[src/rtl/seq1101_frame_tx_if.sv]
// Parallel payload handshake and serial line status of the 1101 frame transmitter.
interface seq1101_frame_tx_if #(
   parameter int unsigned DATA_W = 8
) ();
   logic [DATA_W-1:0] din;
   logic              din_valid;
   logic              din_ready;
   logic              x_out;
   logic              busy;
   logic              frame_done;

   // Producer of payload words, consumer of the serial line.
   modport master (
      output din,
      output din_valid,
      input  din_ready,
      input  x_out,
      input  busy,
      input  frame_done
   );

   // The transmitter itself.
   modport slave (
      input  din,
      input  din_valid,
      output din_ready,
      output x_out,
      output busy,
      output frame_done
   );
endinterface

[src/rtl/seq1101_frame_tx.sv]
// Serial frame transmitter: sync word 1101, payload MSB first, even parity bit,
// followed by GAP forced idle cycles. The line idles at 0 between frames.
module seq1101_frame_tx #(
   parameter int unsigned DATA_W = 8,
   parameter int unsigned GAP    = 2
) (
   input  logic             CLK,
   input  logic             RESET,
   seq1101_frame_tx_if.slave bus
);

   localparam int unsigned SYNC_LEN = 4;
   localparam int unsigned CNT_MAX  = (DATA_W > GAP)
                                      ? ((DATA_W > SYNC_LEN) ? DATA_W : SYNC_LEN)
                                      : ((GAP > SYNC_LEN) ? GAP : SYNC_LEN);
   localparam int unsigned CNT_W    = $clog2(CNT_MAX);
   localparam logic [SYNC_LEN-1:0] SYNC_WORD = 4'b1101;

   typedef enum logic [2:0] {
      S_IDLE,
      S_SYNC,
      S_DATA,
      S_PARITY,
      S_GAP
   } state_t;

   state_t            state, state_d;
   logic [CNT_W-1:0]  cnt, cnt_d;
   logic [DATA_W-1:0] shreg, shreg_d;
   logic              parity, parity_d;
   logic              x_out_q, x_out_d;
   logic              busy_q, busy_d;
   logic              done_q, done_d;
   logic              din_ready_c;
   logic              accept_c;

   // Ready only in IDLE and out of reset; reset therefore blocks any accept.
   assign din_ready_c = (state == S_IDLE) && RESET;
   assign accept_c    = din_ready_c && bus.din_valid;

   // Next state and next line value; the counter counts down and reloads on each state entry.
   always_comb begin
      state_d  = state;
      cnt_d    = cnt;
      shreg_d  = shreg;
      parity_d = parity;
      x_out_d  = 1'b0;
      busy_d   = 1'b0;
      done_d   = 1'b0;
      case (state)
         S_IDLE: begin
            if (accept_c) begin
               state_d  = S_SYNC;
               cnt_d    = CNT_W'(SYNC_LEN - 1);
               shreg_d  = bus.din;
               parity_d = ^bus.din;
            end
         end
         S_SYNC: begin
            x_out_d = SYNC_WORD[cnt[1:0]];
            busy_d  = 1'b1;
            if (cnt == '0) begin
               state_d = S_DATA;
               cnt_d   = CNT_W'(DATA_W - 1);
            end else begin
               cnt_d = cnt - CNT_W'(1);
            end
         end
         S_DATA: begin
            x_out_d = shreg[DATA_W-1];
            busy_d  = 1'b1;
            shreg_d = shreg << 1;
            if (cnt == '0) begin
               state_d = S_PARITY;
               cnt_d   = '0;
            end else begin
               cnt_d = cnt - CNT_W'(1);
            end
         end
         S_PARITY: begin
            x_out_d = parity;
            busy_d  = 1'b1;
            done_d  = 1'b1;
            if (GAP > 0) begin
               state_d = S_GAP;
               cnt_d   = CNT_W'(GAP - 1);
            end else begin
               state_d = S_IDLE;
               cnt_d   = '0;
            end
         end
         S_GAP: begin
            if (cnt == '0) begin
               state_d = S_IDLE;
               cnt_d   = '0;
            end else begin
               cnt_d = cnt - CNT_W'(1);
            end
         end
         default: begin
            state_d = S_IDLE;
            cnt_d   = '0;
         end
      endcase
   end

   // State and registered outputs; synchronous reset truncates any frame in flight.
   always_ff @(posedge CLK) begin
      if (!RESET) begin
         state   <= S_IDLE;
         cnt     <= '0;
         shreg   <= '0;
         parity  <= 1'b0;
         x_out_q <= 1'b0;
         busy_q  <= 1'b0;
         done_q  <= 1'b0;
      end else begin
         state   <= state_d;
         cnt     <= cnt_d;
         shreg   <= shreg_d;
         parity  <= parity_d;
         x_out_q <= x_out_d;
         busy_q  <= busy_d;
         done_q  <= done_d;
      end
   end

   assign bus.din_ready  = din_ready_c;
   assign bus.x_out      = x_out_q;
   assign bus.busy       = busy_q;
   assign bus.frame_done = done_q;

endmodule

[src/flat_wrapper.sv]
// flat-port wrapper written by rule: the top's interface ports become plain ports
module seq1101_frame_tx_flat 
#(
   parameter int unsigned DATA_W = 8,
   parameter int unsigned GAP    = 2
)
  (CLK, RESET, bus_din, bus_din_valid, bus_din_ready, bus_x_out, bus_busy, bus_frame_done);
  seq1101_frame_tx_if #(.DATA_W(DATA_W)) bus_i ();
  input  logic CLK;
  input  logic RESET;
  input wire logic [$bits(bus_i.din)-1:0] bus_din;
  input wire logic [$bits(bus_i.din_valid)-1:0] bus_din_valid;
  output wire logic [$bits(bus_i.din_ready)-1:0] bus_din_ready;
  output wire logic [$bits(bus_i.x_out)-1:0] bus_x_out;
  output wire logic [$bits(bus_i.busy)-1:0] bus_busy;
  output wire logic [$bits(bus_i.frame_done)-1:0] bus_frame_done;
  assign bus_i.din = bus_din;
  assign bus_i.din_valid = bus_din_valid;
  assign bus_din_ready = bus_i.din_ready;
  assign bus_x_out = bus_i.x_out;
  assign bus_busy = bus_i.busy;
  assign bus_frame_done = bus_i.frame_done;
  seq1101_frame_tx #(.DATA_W(DATA_W), .GAP(GAP)) u_core (.CLK(CLK), .RESET(RESET), .bus(bus_i));
endmodule
[config.mk]
export PLATFORM = sky130hd
export DESIGN_NAME = seq1101_frame_tx_flat
export DESIGN_NICKNAME = d
export VERILOG_FILES = /design/src/rtl/seq1101_frame_tx_if.sv /design/src/rtl/seq1101_frame_tx.sv /design/src/flat_wrapper.sv
export SDC_FILE = /design/constraint.sdc
export NUM_CORES = 1
export LEC_CHECK = 0
export BUFFER_PORTS_ARGS = -buffer_cell sky130_fd_sc_hd__buf_2
export CORE_MARGIN = 1.5
export CORE_UTILIZATION = 58
export DETAILED_ROUTE_END_ITERATION = 7
export PLACE_DENSITY = 0.81
export SLEW_MARGIN = 20
export SYNTH_ARGS = -nofsm -noshare
export SYNTH_HDL_FRONTEND = slang
export SYNTH_SLANG_ARGS = --single-unit
export TNS_END_PERCENT = 50
[constraint.sdc]
create_clock -name CLK -period 2.6 [get_ports CLK]
set_input_delay 0.13 -clock CLK [delete_from_list [all_inputs] [get_ports CLK]]
set_output_delay 0.13 -clock CLK [all_outputs]
set_load 0.05 [all_outputs]
==> out/qor_table.md <==
| Item | Value | Unit |
| --- | --- | --- |
| Run status | completed | - |
| Overall fraction of global-route tracks in use | 22.7 | % |
| Leakage Power | 0.487 | nW |
| Crit share post-route | 69.3 | % |
| Starting Density | 64.0 | % |
| Via Count | 791 | - |
| Avg WL per Cell | 13.9 | µm |
| Seq cells post-synth | 18 | - |
| Total Nets Final | 133 | - |
| Power per unit of standard cell area | 815 | mW/mm² |
| Vias in the first global route | 759 | - |
| Area enclosed by the die boundary | 0.00198 | mm² |
| Startpoint kind of the worst setup timing path | register | - |
| Dominant cells by area after synthesis | dfxtp_1, mux2i_1, o211a_1, xnor2_1, nand2_1 | - |
| Final weighted congestion in routability-driven placement | 0.838 | - |
| CTS H-tree lvls | 1 | - |
| Number of buffers on the longest clock path | 2 | - |
| Highest clock rate | 555 | MHz |
| Area added between synthesis and finish | 7.64 | % |
| Root cell of the clock tree | clkbuf_4 | - |
| DRC violation count after routing | 0 | - |
| Maximum vdd ir drop | 430 | µV |
| Cell Count Post-Placement | 133 | - |
| Type of element capturing the critical path | register | - |
| Unrepaired setup endpoints after global routing | no | - |
| Register clock-pin slew on the reported worst setup and hold paths | 0.11 | ns |
| Worst slew margin | 48.7 | % |
| R2R cell count | 5 | - |
| Clk sink count | 18 | - |
| Clock tree skew after final layout | 0.00975 | ns |
| Hold bufs inserted after CTS | 0 | - |
| Area share of the largest cell type after synthesis | 36.1 | % |
| First-pass DRT Iterations | 2 | - |
| CP max FO | 17 | - |
| Number of warning messages in the yosys log | 0 | - |
| Setup slack after layout | 0.797 | ns |
| Post-DP HPWL | 1400 | µm |
| Detail Route Antenna Nets | 0 | - |
| DRC violation total after the first TritonRoute iteration | 7 | - |
| Final number of max-transition violations | 0 | - |
| Seq/Total Area, Yosys | 36.1 | % |
| Syn_area_per_cell | 8.91 | µm² |
| Slack of the worst reg-to-reg path | 0.80 | ns |
| Number of diodes | 0 | - |
| Total of fill cells in the finished design | 144 | - |
| Distinct cell type count after synthesis | 34 | - |
| Synthesized area | 998 | µm² |
| Utilization after layout | 68.9 | % |
| Tightest Hold Check Type | input port to register | - |
| Pre-CTS worst setup slack | 0.824 | ns |
| Post-synthesis net count | 123 | - |
| Share of post-route cells with drive strength above 1 | 19.8 | % |
| Total of endpoints with negative setup slack in the final report | 0 | - |
| Required time worst endpoint | 2.79 | ns |
| Top Ports | 15 | - |
| Gates resized, CTS repair | 0 | - |
| Total negative slack | 0 | ns |
| TritonCTS clock tree | built | - |
| IO Port Bufs | 14 | - |
| Final critical-path required period | 1.80 | ns |
| Total routed wirelength | 1910 | µm |
| Crit Reg-Reg Startpoint | u_core.state[1] | - |
| Category of the most critical setup path | register to register | - |
| Maximum number of pins on one net before global-route repair | 19 | - |
| Die Y | 44.5 | µm |
| Wire length of the first global-routing pass | 3290 | µm |
| Clock latency on the worst-skew pair | 0.29 | ns |
| Top cell type by total area after synthesis | dfxtp_1 | - |
| Number of maximum-capacitance violations | 0 | - |
| Setup crit end | u_core.shreg[5] | - |
| Avg Vias per Cell | 5.77 | - |
| Critical register-to-register path endpoint | u_core.shreg[5] | - |
| Floorplan die width | 44.5 | µm |
| CP Data Arrival Time | 1.99 | ns |
| Startpoint of the most critical setup path | u_core.state[1] | - |
| Number of CTS-inserted buffers | 3 | - |
| Slew at the pin with the worst max-slew slack | 0.765 | ns |
| Cells after synthesis | 112 | - |
| Initial antenna violation count | 0 | - |
| Final standard cell count with taps included and fillers excluded | 137 | - |
| Total grt overflow | 0 | - |
| Post-CTS setup repair buffer count | 0 | - |
| Number of hold-slack violations in the final timing report | 0 | - |
| Number of rows created at floorplan | 14 | - |
| Core Footprint | 0.00156 | mm² |
-- state kept, by name (all words and copies together), names as in the netlist --
name,flops
u_core.bus.frame_done,1
u_core.parity,1
u_core.state,3
u_core.bus.x_out,1
u_core.bus.busy,1
u_core.cnt,3
u_core.shreg,8
-- where the power goes --
| part | internal [mW] | leakage (nW) | switching (mW) |
|---|---|---|---|
| Combinational | 0.136 | 0.318 | 0.160 |
| Sequential | 0.329 | 0.148 | 0.0774 |
| Clock | 0.0853 | 0.0210 | 0.0879 |
| Total | 0.550 | 0.487 | 0.326 |
-- cells by family after synthesis --
kind of cell / share of synthesized area [%]
and+or+nand+nor: 20.7
xor gates and xnor gates: 7.90
buffers and inverters: 5.76
DFF: 36.1
muxes: 9.15
AOI/OAI and AO/OA: 20.4
-- Yosys cell counts --
library cell  number
a211oi_1           1
a211oi_2           1
a21boi_1           1
a21oi_1            6
a221oi_2           1
a32oi_1            1
and2_1             2
and3_1             1
buf_2              7
buf_4              1
buf_6              1
clkbuf_1           1
dfxtp_1           18
mux2_2             1
mux2i_1            8
nand2_1           16
nand2b_1           1
nand3b_1           1
nor2_1             6
nor2b_1            4
nor3_1             2
nor3_2             2
nor3b_1            2
o211a_1            8
o21a_1             1
o21ai_0            1
o21ai_1            3
o221ai_1           1
o22ai_1            1
or2_1              1
or3_1              1
or3b_1             1
xnor2_1            8
xor2_1             1
-- per-stage QoR --
| step | cell area (µm²) | total power [mW] | hold WS [ns] |
|---|---|---|---|
| 6_report | 1070 | 0.875 | 0.192 |
| 5_1_grt | 1070 | 0.934 | 0.204 |
| 4_1_cts | 1070 | 0.884 | 0.181 |
| 3_5_place_dp | 1040 | 0.711 | 0.486 |
| 3_3_place_gp | 1040 | 0.694 | 0.481 |
| 2_1_floorplan | 998 | 0.661 | 0.350 |
-- layout make-up --
class	count	area (µm²)	share of cell area (%)
multi-input cells	84	581	54.0
flip-flops and latches	18	360	33.5
repair buffers	15	77.6	7.22
clock buffers	4	36.3	3.38
well taps	16	20.0	1.86
-- worst max-delay path: stages, from the launching register on --
cell	delay (ns)
dfxtp_1	0.69
nor3b_1	0.32
buf_4	0.24
mux2i_1	0.21
nand2_1	0.07
o211a_1	0.16
-- cells in the final DEF (no fill, tap or decap) --
master     n
or3b_1     1
xnor2_1    8
mux2_2     1
o22ai_1    1
a21oi_1    6
nand2_1   16
or3_1      1
nand2b_1   1
xor2_1     1
a221oi_2   1
buf_2     14
o21ai_0    1
nor3_1     2
nor3_2     2
a211oi_1   1
nor2b_1    4
and2_1     2
nand3b_1   1
mux2i_1    8
a211oi_2   1
o221ai_1   1
o21a_1     1
nor2_1     6
and3_1     1
clkbuf_4   3
o21ai_1    3
a21boi_1   1
or2_1      1
a32oi_1    1
buf_4      1
o211a_1    8
nor3b_1    2
dfxtp_1   18
clkbuf_8   1
-- worst min-delay path by stage --
stage	start	to	slack, ns	cells after the start
detailed placement	u_core.shreg[1]	u_core.shreg[1]	0.49	1
CTS	bus_din[0]	u_core.shreg[0]	0.18	3
floorplan	bus_din[0]	u_core.shreg[0]	0.35	2
global route	bus_din[0]	u_core.shreg[0]	0.20	3
global placement	u_core.shreg[3]	u_core.shreg[3]	0.48	1
finish	bus_din[0]	u_core.shreg[0]	0.19	3
-- routing by layer --
metal  up-vias  part of all wire, %  global-route usage (%)
li1        408                    -                       -
met4         0                 0.58                    10.9
met1       371                   45                    26.1
met5         -                    0                       0
met2        10                   52                    41.2
met3         2                  1.9                    2.45
Power figures use the tool's default switching activity.
